--- src/rtl/cw305_reg_master.sv ---
// cw305_reg_master: bus initiator for the CW305 byte-serial register interface.
// Takes one read or write command at a time, walks the byte counter across the
// transfer and gathers read bytes back into a response word.
module cw305_reg_master #(
    parameter int unsigned pADDR_WIDTH   = 21,
    parameter int unsigned pBYTECNT_SIZE = 7,
    parameter int unsigned pMAX_BYTES    = 16,
    parameter int unsigned pREAD_LATENCY = 1
) (
    input  logic                                   usb_clk,
    input  logic                                   reset_i,
    input  logic                                   cmd_valid,
    output logic                                   cmd_ready,
    input  logic                                   cmd_write,
    input  logic [pADDR_WIDTH-pBYTECNT_SIZE-1:0]   cmd_address,
    input  logic [pBYTECNT_SIZE:0]                 cmd_len,
    input  logic [pMAX_BYTES*8-1:0]                cmd_wdata,
    output logic                                   rsp_valid,
    output logic                                   rsp_error,
    output logic [pMAX_BYTES*8-1:0]                rsp_rdata,
    output logic [pADDR_WIDTH-pBYTECNT_SIZE-1:0]   reg_address,
    output logic [pBYTECNT_SIZE-1:0]               reg_bytecnt,
    output logic [7:0]                             write_data,
    input  logic [7:0]                             read_data,
    output logic                                   reg_read,
    output logic                                   reg_write,
    output logic                                   reg_addrvalid,
    output logic                                   busy
);

    localparam int unsigned AW  = pADDR_WIDTH - pBYTECNT_SIZE;
    localparam int unsigned BW  = pBYTECNT_SIZE;
    localparam int unsigned LW  = pBYTECNT_SIZE + 1;
    localparam int unsigned DW  = pMAX_BYTES * 8;
    localparam int unsigned LAT = pREAD_LATENCY;

    // Every pipeline stage except the oldest; empty means the oldest is the last capture.
    localparam int unsigned          YOUNG      = (1 << (LAT - 1)) - 1;
    localparam logic [LAT-1:0]       YOUNG_MASK = YOUNG[LAT-1:0];

    localparam logic [2:0] S_IDLE  = 3'd0;
    localparam logic [2:0] S_SETUP = 3'd1;
    localparam logic [2:0] S_WRITE = 3'd2;
    localparam logic [2:0] S_READ  = 3'd3;
    localparam logic [2:0] S_DRAIN = 3'd4;
    localparam logic [2:0] S_DONE  = 3'd5;

    logic [2:0]     state;
    logic [2:0]     state_nxt;

    logic           write_q;
    logic [LW-1:0]  len_q;
    logic [DW-1:0]  wdata_q;

    logic [BW-1:0]  idx_nxt;
    logic [AW-1:0]  address_nxt;
    logic           addrvalid_nxt;
    logic           read_nxt;
    logic           write_nxt;
    logic [7:0]     write_data_nxt;
    logic           rsp_valid_nxt;

    logic [LAT-1:0] pipe_v;
    logic [BW-1:0]  pipe_tag [LAT];

    logic           accept_c;
    logic           len_bad_c;
    logic           last_c;
    logic           drain_done_c;

    assign accept_c     = cmd_valid && cmd_ready;
    assign len_bad_c    = (cmd_len == '0) || (cmd_len > LW'(pMAX_BYTES));
    assign last_c       = ({1'b0, reg_bytecnt} == LW'(len_q - LW'(1)));
    assign drain_done_c = ((pipe_v & YOUNG_MASK) == '0);

    // Next state, byte index and next values of the registered bus outputs.
    always_comb begin
        state_nxt      = state;
        idx_nxt        = reg_bytecnt;
        address_nxt    = reg_address;
        addrvalid_nxt  = 1'b0;
        read_nxt       = 1'b0;
        write_nxt      = 1'b0;
        write_data_nxt = 8'h00;
        rsp_valid_nxt  = 1'b0;

        case (state)
            S_IDLE: begin
                if (accept_c) begin
                    state_nxt   = len_bad_c ? S_DONE : S_SETUP;
                    idx_nxt     = '0;
                    address_nxt = cmd_address;
                end
            end
            S_SETUP: begin
                state_nxt = write_q ? S_WRITE : S_READ;
                idx_nxt   = '0;
            end
            S_WRITE: begin
                if (last_c) state_nxt = S_DONE;
                else        idx_nxt   = BW'(reg_bytecnt + BW'(1));
            end
            S_READ: begin
                if (last_c) state_nxt = S_DRAIN;
                else        idx_nxt   = BW'(reg_bytecnt + BW'(1));
            end
            S_DRAIN: begin
                if (drain_done_c) state_nxt = S_DONE;
            end
            S_DONE: begin
                state_nxt = S_IDLE;
            end
            default: begin
                state_nxt = S_IDLE;
            end
        endcase

        case (state_nxt)
            S_SETUP, S_DRAIN: begin
                addrvalid_nxt = 1'b1;
            end
            S_WRITE: begin
                addrvalid_nxt  = 1'b1;
                write_nxt      = 1'b1;
                write_data_nxt = 8'(wdata_q >> {idx_nxt, 3'b000});
            end
            S_READ: begin
                addrvalid_nxt = 1'b1;
                read_nxt      = 1'b1;
            end
            S_DONE: begin
                rsp_valid_nxt = 1'b1;
            end
            default: begin
                addrvalid_nxt = 1'b0;
            end
        endcase
    end

    // State and registered bus/handshake outputs.
    always_ff @(posedge usb_clk) begin
        if (reset_i) begin
            state         <= S_IDLE;
            cmd_ready     <= 1'b1;
            busy          <= 1'b0;
            rsp_valid     <= 1'b0;
            reg_address   <= '0;
            reg_bytecnt   <= '0;
            reg_addrvalid <= 1'b0;
            reg_read      <= 1'b0;
            reg_write     <= 1'b0;
            write_data    <= 8'h00;
        end else begin
            state         <= state_nxt;
            cmd_ready     <= (state_nxt == S_IDLE);
            busy          <= (state_nxt != S_IDLE);
            rsp_valid     <= rsp_valid_nxt;
            reg_address   <= address_nxt;
            reg_bytecnt   <= idx_nxt;
            reg_addrvalid <= addrvalid_nxt;
            reg_read      <= read_nxt;
            reg_write     <= write_nxt;
            write_data    <= write_data_nxt;
        end
    end

    // Command latch; cmd_* is ignored once the command is accepted.
    always_ff @(posedge usb_clk) begin
        if (reset_i) begin
            write_q <= 1'b0;
            len_q   <= '0;
            wdata_q <= '0;
        end else if (accept_c) begin
            write_q <= cmd_write;
            len_q   <= cmd_len;
            wdata_q <= cmd_wdata;
        end
    end

    // Read-return pipeline: one valid/tag entry per issued read, aged once per cycle.
    always_ff @(posedge usb_clk) begin
        if (reset_i) begin
            pipe_v <= '0;
            for (int i = 0; i < int'(LAT); i++) pipe_tag[i] <= '0;
        end else begin
            pipe_v[0]   <= reg_read;
            pipe_tag[0] <= reg_bytecnt;
            for (int i = 1; i < int'(LAT); i++) begin
                pipe_v[i]   <= pipe_v[i-1];
                pipe_tag[i] <= pipe_tag[i-1];
            end
        end
    end

    // Response word: cleared above the length on a read accept, filled as tags emerge.
    always_ff @(posedge usb_clk) begin
        if (reset_i) begin
            rsp_error <= 1'b0;
            rsp_rdata <= '0;
        end else begin
            if (accept_c) rsp_error <= len_bad_c;
            for (int i = 0; i < int'(pMAX_BYTES); i++) begin
                if (accept_c && !cmd_write && (LW'(i) >= cmd_len))
                    rsp_rdata[i*8 +: 8] <= 8'h00;
                else if (pipe_v[LAT-1] && (pipe_tag[LAT-1] == BW'(i)))
                    rsp_rdata[i*8 +: 8] <= read_data;
            end
        end
    end

endmodule

--- config.mk ---
export PLATFORM = sky130hd
export DESIGN_NAME = cw305_reg_master
export DESIGN_NICKNAME = d
export VERILOG_FILES = /design/src/rtl/cw305_reg_master.sv
export SDC_FILE = /design/constraint.sdc
export NUM_CORES = 1
export LEC_CHECK = 0
export CAP_MARGIN = 20
export CELL_PAD_IN_SITES_DETAIL_PLACEMENT = 0
export CELL_PAD_IN_SITES_GLOBAL_PLACEMENT = 2
export CORE_MARGIN = 2
export CORE_UTILIZATION = 29
export DETAILED_ROUTE_END_ITERATION = 12
export PLACE_DENSITY_LB_ADDON = 0.05
export SKIP_LAST_GASP = 1
export SLEW_MARGIN = 10
export SYNTH_ARGS = -nofsm -noshare
export SYNTH_HDL_FRONTEND = slang
export SYNTH_SLANG_ARGS = --single-unit
--- constraint.sdc ---
create_clock -name usb_clk -period 3.5 [get_ports usb_clk]
set_input_delay 0.525 -clock usb_clk [delete_from_list [all_inputs] [get_ports usb_clk]]
set_output_delay 0.525 -clock usb_clk [all_outputs]
set_load 0.03 [all_outputs]
==> results of run 1 <==
report_power, final:
part / total, mW / leakage (nW) / switching, mW / internal [mW]
sequential: 4.10 / 2.54 / 0.237 / 3.87
combinational: 2.31 / 3.83 / 1.37 / 0.935
clock: 4.01 / 0.623 / 1.53 / 2.48
total: 10.4 / 6.99 / 3.14 / 7.28
sequential cells by signal, summed over array words and instances (netlist names), 3 cells and up:
| name | flops |
|---|---|
| len_q | 8 |
| pipe_tag | 7 |
| reg_address | 14 |
| reg_bytecnt | 7 |
| rsp_rdata | 128 |
| state | 3 |
| wdata_q | 128 |
| write_data | 8 |
cells in the mapped netlist, types with 2 or more instances:
master / number
a21o_1: 3
a21oi_1: 161
a22oi_1: 7
a31oi_1: 8
and2_1: 6
and3_1: 4
buf_1: 6
buf_2: 6
buf_4: 5
clkbuf_1: 73
dfxtp_1: 312
ha_1: 2
inv_1: 7
mux2_2: 14
mux2i_1: 196
nand2_1: 349
nand2b_1: 3
nand3_1: 8
nor2_1: 157
nor2b_1: 16
nor3_1: 4
nor4_1: 4
nor4b_1: 3
o2111ai_1: 15
o211ai_1: 2
o21a_1: 5
o21ai_0: 6
o21ai_1: 3
or2_2: 3
xnor2_1: 6
xor2_1: 4
cell families after synthesis:
| group | count (synthesis) | synth area share (%) |
|---|---|---|
| AO/OA/AOI/OAI | 227 | 10.8 |
| multiplexers | 210 | 16.9 |
| adder cells (fa/ha/maj) | 2 | 0.200 |
| AND/OR/NAND/NOR | 568 | 18.4 |
| XOR/XNOR | 10 | 0.698 |
| flip-flops | 312 | 49.8 |
| buffers and inverters | 98 | 3.22 |
metal layers:
metal	up-vias	share of wire, %	GRT usage (%)
li1	5387	-	-
met5	-	0	0
met3	51	3.8	2.92
met2	236	50	34.0
met1	5086	44	23.9
met4	0	2.0	5.46
area by class of cell:
type	instances	area, um2
multi-input combinational	1017	5930
inverter	7	26.3
tap	585	732
sequential	312	6250
clock buffer	56	1110
timing repair buffer	347	3460
fill	4419	25200
clock inverter	10	154
critical path, delay by kind of cell, from the launching register on:
| family | cells | cell delay [ps] |
|---|---|---|
| muxes | 2 | 370 |
| and+or+nand+nor | 1 | 420 |
| buffers and inverters | 1 | 360 |
| DFF | 1 | 360 |
| AOI/OAI and AO/OA | 6 | 1590 |
how the worst max path moves through the flow:
stage | slack (ps) | to
finish | 170 | write_data[0]
global route | 40 | write_data[6]
CTS | 110 | write_data[0]
detailed placement | 130 | write_data[0]
global placement | 190 | write_data[0]
floorplan | 660 | write_data[6]
what timing repair did:
item                       in CTS  in global routing
hold endpoints to repair        0                  0
setup endpoints to repair       0                  8
setup buffers                   0                  0
gates resized for setup         0                  3
hold buffers                    0                  0
cells in the final DEF, fill, tap and decap left out, types with 10 or more instances in the layout:
cell type / Yosys / final
a21oi_1: 161 / 161
buf_4: 5 / 19
clkbuf_1: 73 / 10
clkbuf_16: 0 / 39
clkdlybuf4s50_1: 0 / 324
dfxtp_1: 312 / 312
mux2_2: 14 / 14
mux2i_1: 196 / 196
nand2_1: 349 / 348
nor2_1: 157 / 157
nor2b_1: 16 / 16
o2111ai_1: 15 / 15
==> results by group, run 1 <==
Synthesis
  – Synth top area cells: dfxtp_1 (50%), mux2i_1 (16%), nand2_1 (10%)
  – FFs w/ async S/R, synth: 0%
  – Avg Synthesized Cell Area: 8.79 um2
  – Mapped Nets: 1,591
  – Post-synth EDFFs: 0
  – Synth Register Bits: 312
  – Synth top area share: 49.8%
  – Register area share after synthesis: 49.8%
  – Primary FF master, synth: dfxtp_1
  – Cell count after synthesis: 1,427
  – YS warnings: 0
  – Number of distinct library cells after synthesis: 60
  – Post-Syn Area: 12,500 um2
  – Synth area leader: dfxtp_1

Hold path
  – Hold EP: reg_address[11]
  – Worst Hold Depth: 2
  – Hold Crit Class: in -> reg
  – Hold Crit Start: reset_i

Placement
  – DP Worst Slack: 129 ps
  – Routability cong.: 0.781
  – Post-placement cell count: 2,268
  – Placed Area: 16,400 um2
  – Post-DP HPWL: 31.5 mm
  – Port bufs: 325

Floorplanning
  – Total core area: 42,900 um2
  – Die Ht: 212 um
  – Starting density of the core: 29.2%
  – Core Rows: 76
  – Ports: 326
  – Total die area: 44,900 um2
  – Die Wd: 212 um

Timing
  – Worst slew margin: 26.4%
  – Setup TNS: 0 ps
  – Min Tclk post-route: 3330 ps
  – Final Hold Fails: 0
  – Clk_skew: 9.39 ps
  – Worst Tran Pin Value: 1100 ps
  – Max Slew Vio Count: 0
  – Achievable Freq: 300 MHz
  – Final worst slack: 167 ps
  – Final count of negative-setup-slack endpoints: 0
  – Hold WS: 355 ps
  – Fin crit share: 95.2%
  – RSZ-0062 raised after global routing: no

Cells and area
  – Inserted Diodes: 0
  – Final Util: 41.2%
  – Layout cells sized above 1: 6.46%
  – Finished layout cell area: 17,700 um2
  – # nets final: 1,886
  – Synthesis-to-finish area growth: 40.8%
  – Post-Layout Cell Count: 2,334

Detailed routing
  – Routed WL per cell: 18.8 um
  – First-pass detailed-route iteration total: 5
  – Drt drc: 0
  – Final wirelength: 43.9 mm
  – Via density: 4.61
  – Final antenna-violating net count: 0
  – Iter 0 DRT Violations: 561
  – Via Count: 10,800

Clocking
  – Clk sinks: 312
  – Root buffer cell: clkbuf_16
  – Htree depth: 2
  – Clk_lat worst skew: 540 ps
  – CTS tree: yes
  – Buffer depth of the longest clock path: 3
  – Clock transition at path regs: 60 ps
  – Total CTS buffers: 37

Critical path
  – Kind of critical path: reg -> reg
  – Crit path max-delay cell type: or3_4
  – Worst setup EP type: flop
  – Worst reg2reg path depth: 10
  – Crit start category: flop
  – CP max FO: 58
  – Crit path arrival time: 3740 ps
  – Critical-path cell list: or3_4 -> o31a_1 -> o211a_1 -> o211a_4 -> o211ai_1 -> buf_12 -> mux2i_1 -> mux2i_1 -> a22oi_1 -> a31oi_1
  – Most frequent CP cell: mux2i_1
  – Worst reg-to-reg setup slack: 170 ps
  – Crit path largest cell delay: 420 ps
  – Reg2reg end: write_data[0]
  – Worst path required time: 3910 ps
  – Critical Path Source: len_q[2]
  – Beginning of the worst register-to-register path: len_q[2]

Power
  – VDD IR-drop max: 0.247 mV
  – PwrDens: 590 nW/um2
  – Leakage: 6.99 nW
  – Total Power: 10.4 mW

Global routing
  – Vias in the first global route: 10,700
  – All-layer global routing usage: 19.1%
  – Grt ovf: 0
  – Antenna violations before repair: 0
  – Largest net degree at the start of global routing: 138
  – Global-route wire length before repair: 65.1 mm

Outcome
  – Status: finished, final reports clean

Run
  – Max-Cap Viols: 0
Note: power is estimated with default switching activity, not from simulation.
==> inputs of run 2 (changes only) <==
--- a/config.mk
+++ b/config.mk
@@ -11,6 +11,7 @@
 export CORE_MARGIN = 2
 export CORE_UTILIZATION = 29
 export DETAILED_ROUTE_END_ITERATION = 12
+export HOLD_SLACK_MARGIN = 0.02
 export PLACE_DENSITY_LB_ADDON = 0.05
 export SKIP_LAST_GASP = 1
 export SLEW_MARGIN = 10
==> results of run 2 <==
Same layout as run 1: the final DEF is identical, and so are final timing and power.
==> inputs of run 3 (changes only) <==
--- a/config.mk
+++ b/config.mk
@@ -18,3 +18,4 @@
 export SYNTH_ARGS = -nofsm -noshare
 export SYNTH_HDL_FRONTEND = slang
 export SYNTH_SLANG_ARGS = --single-unit
+export TNS_END_PERCENT = 50
==> results of run 3 <==
Same layout as run 1: the final DEF is identical, and so are final timing and power.
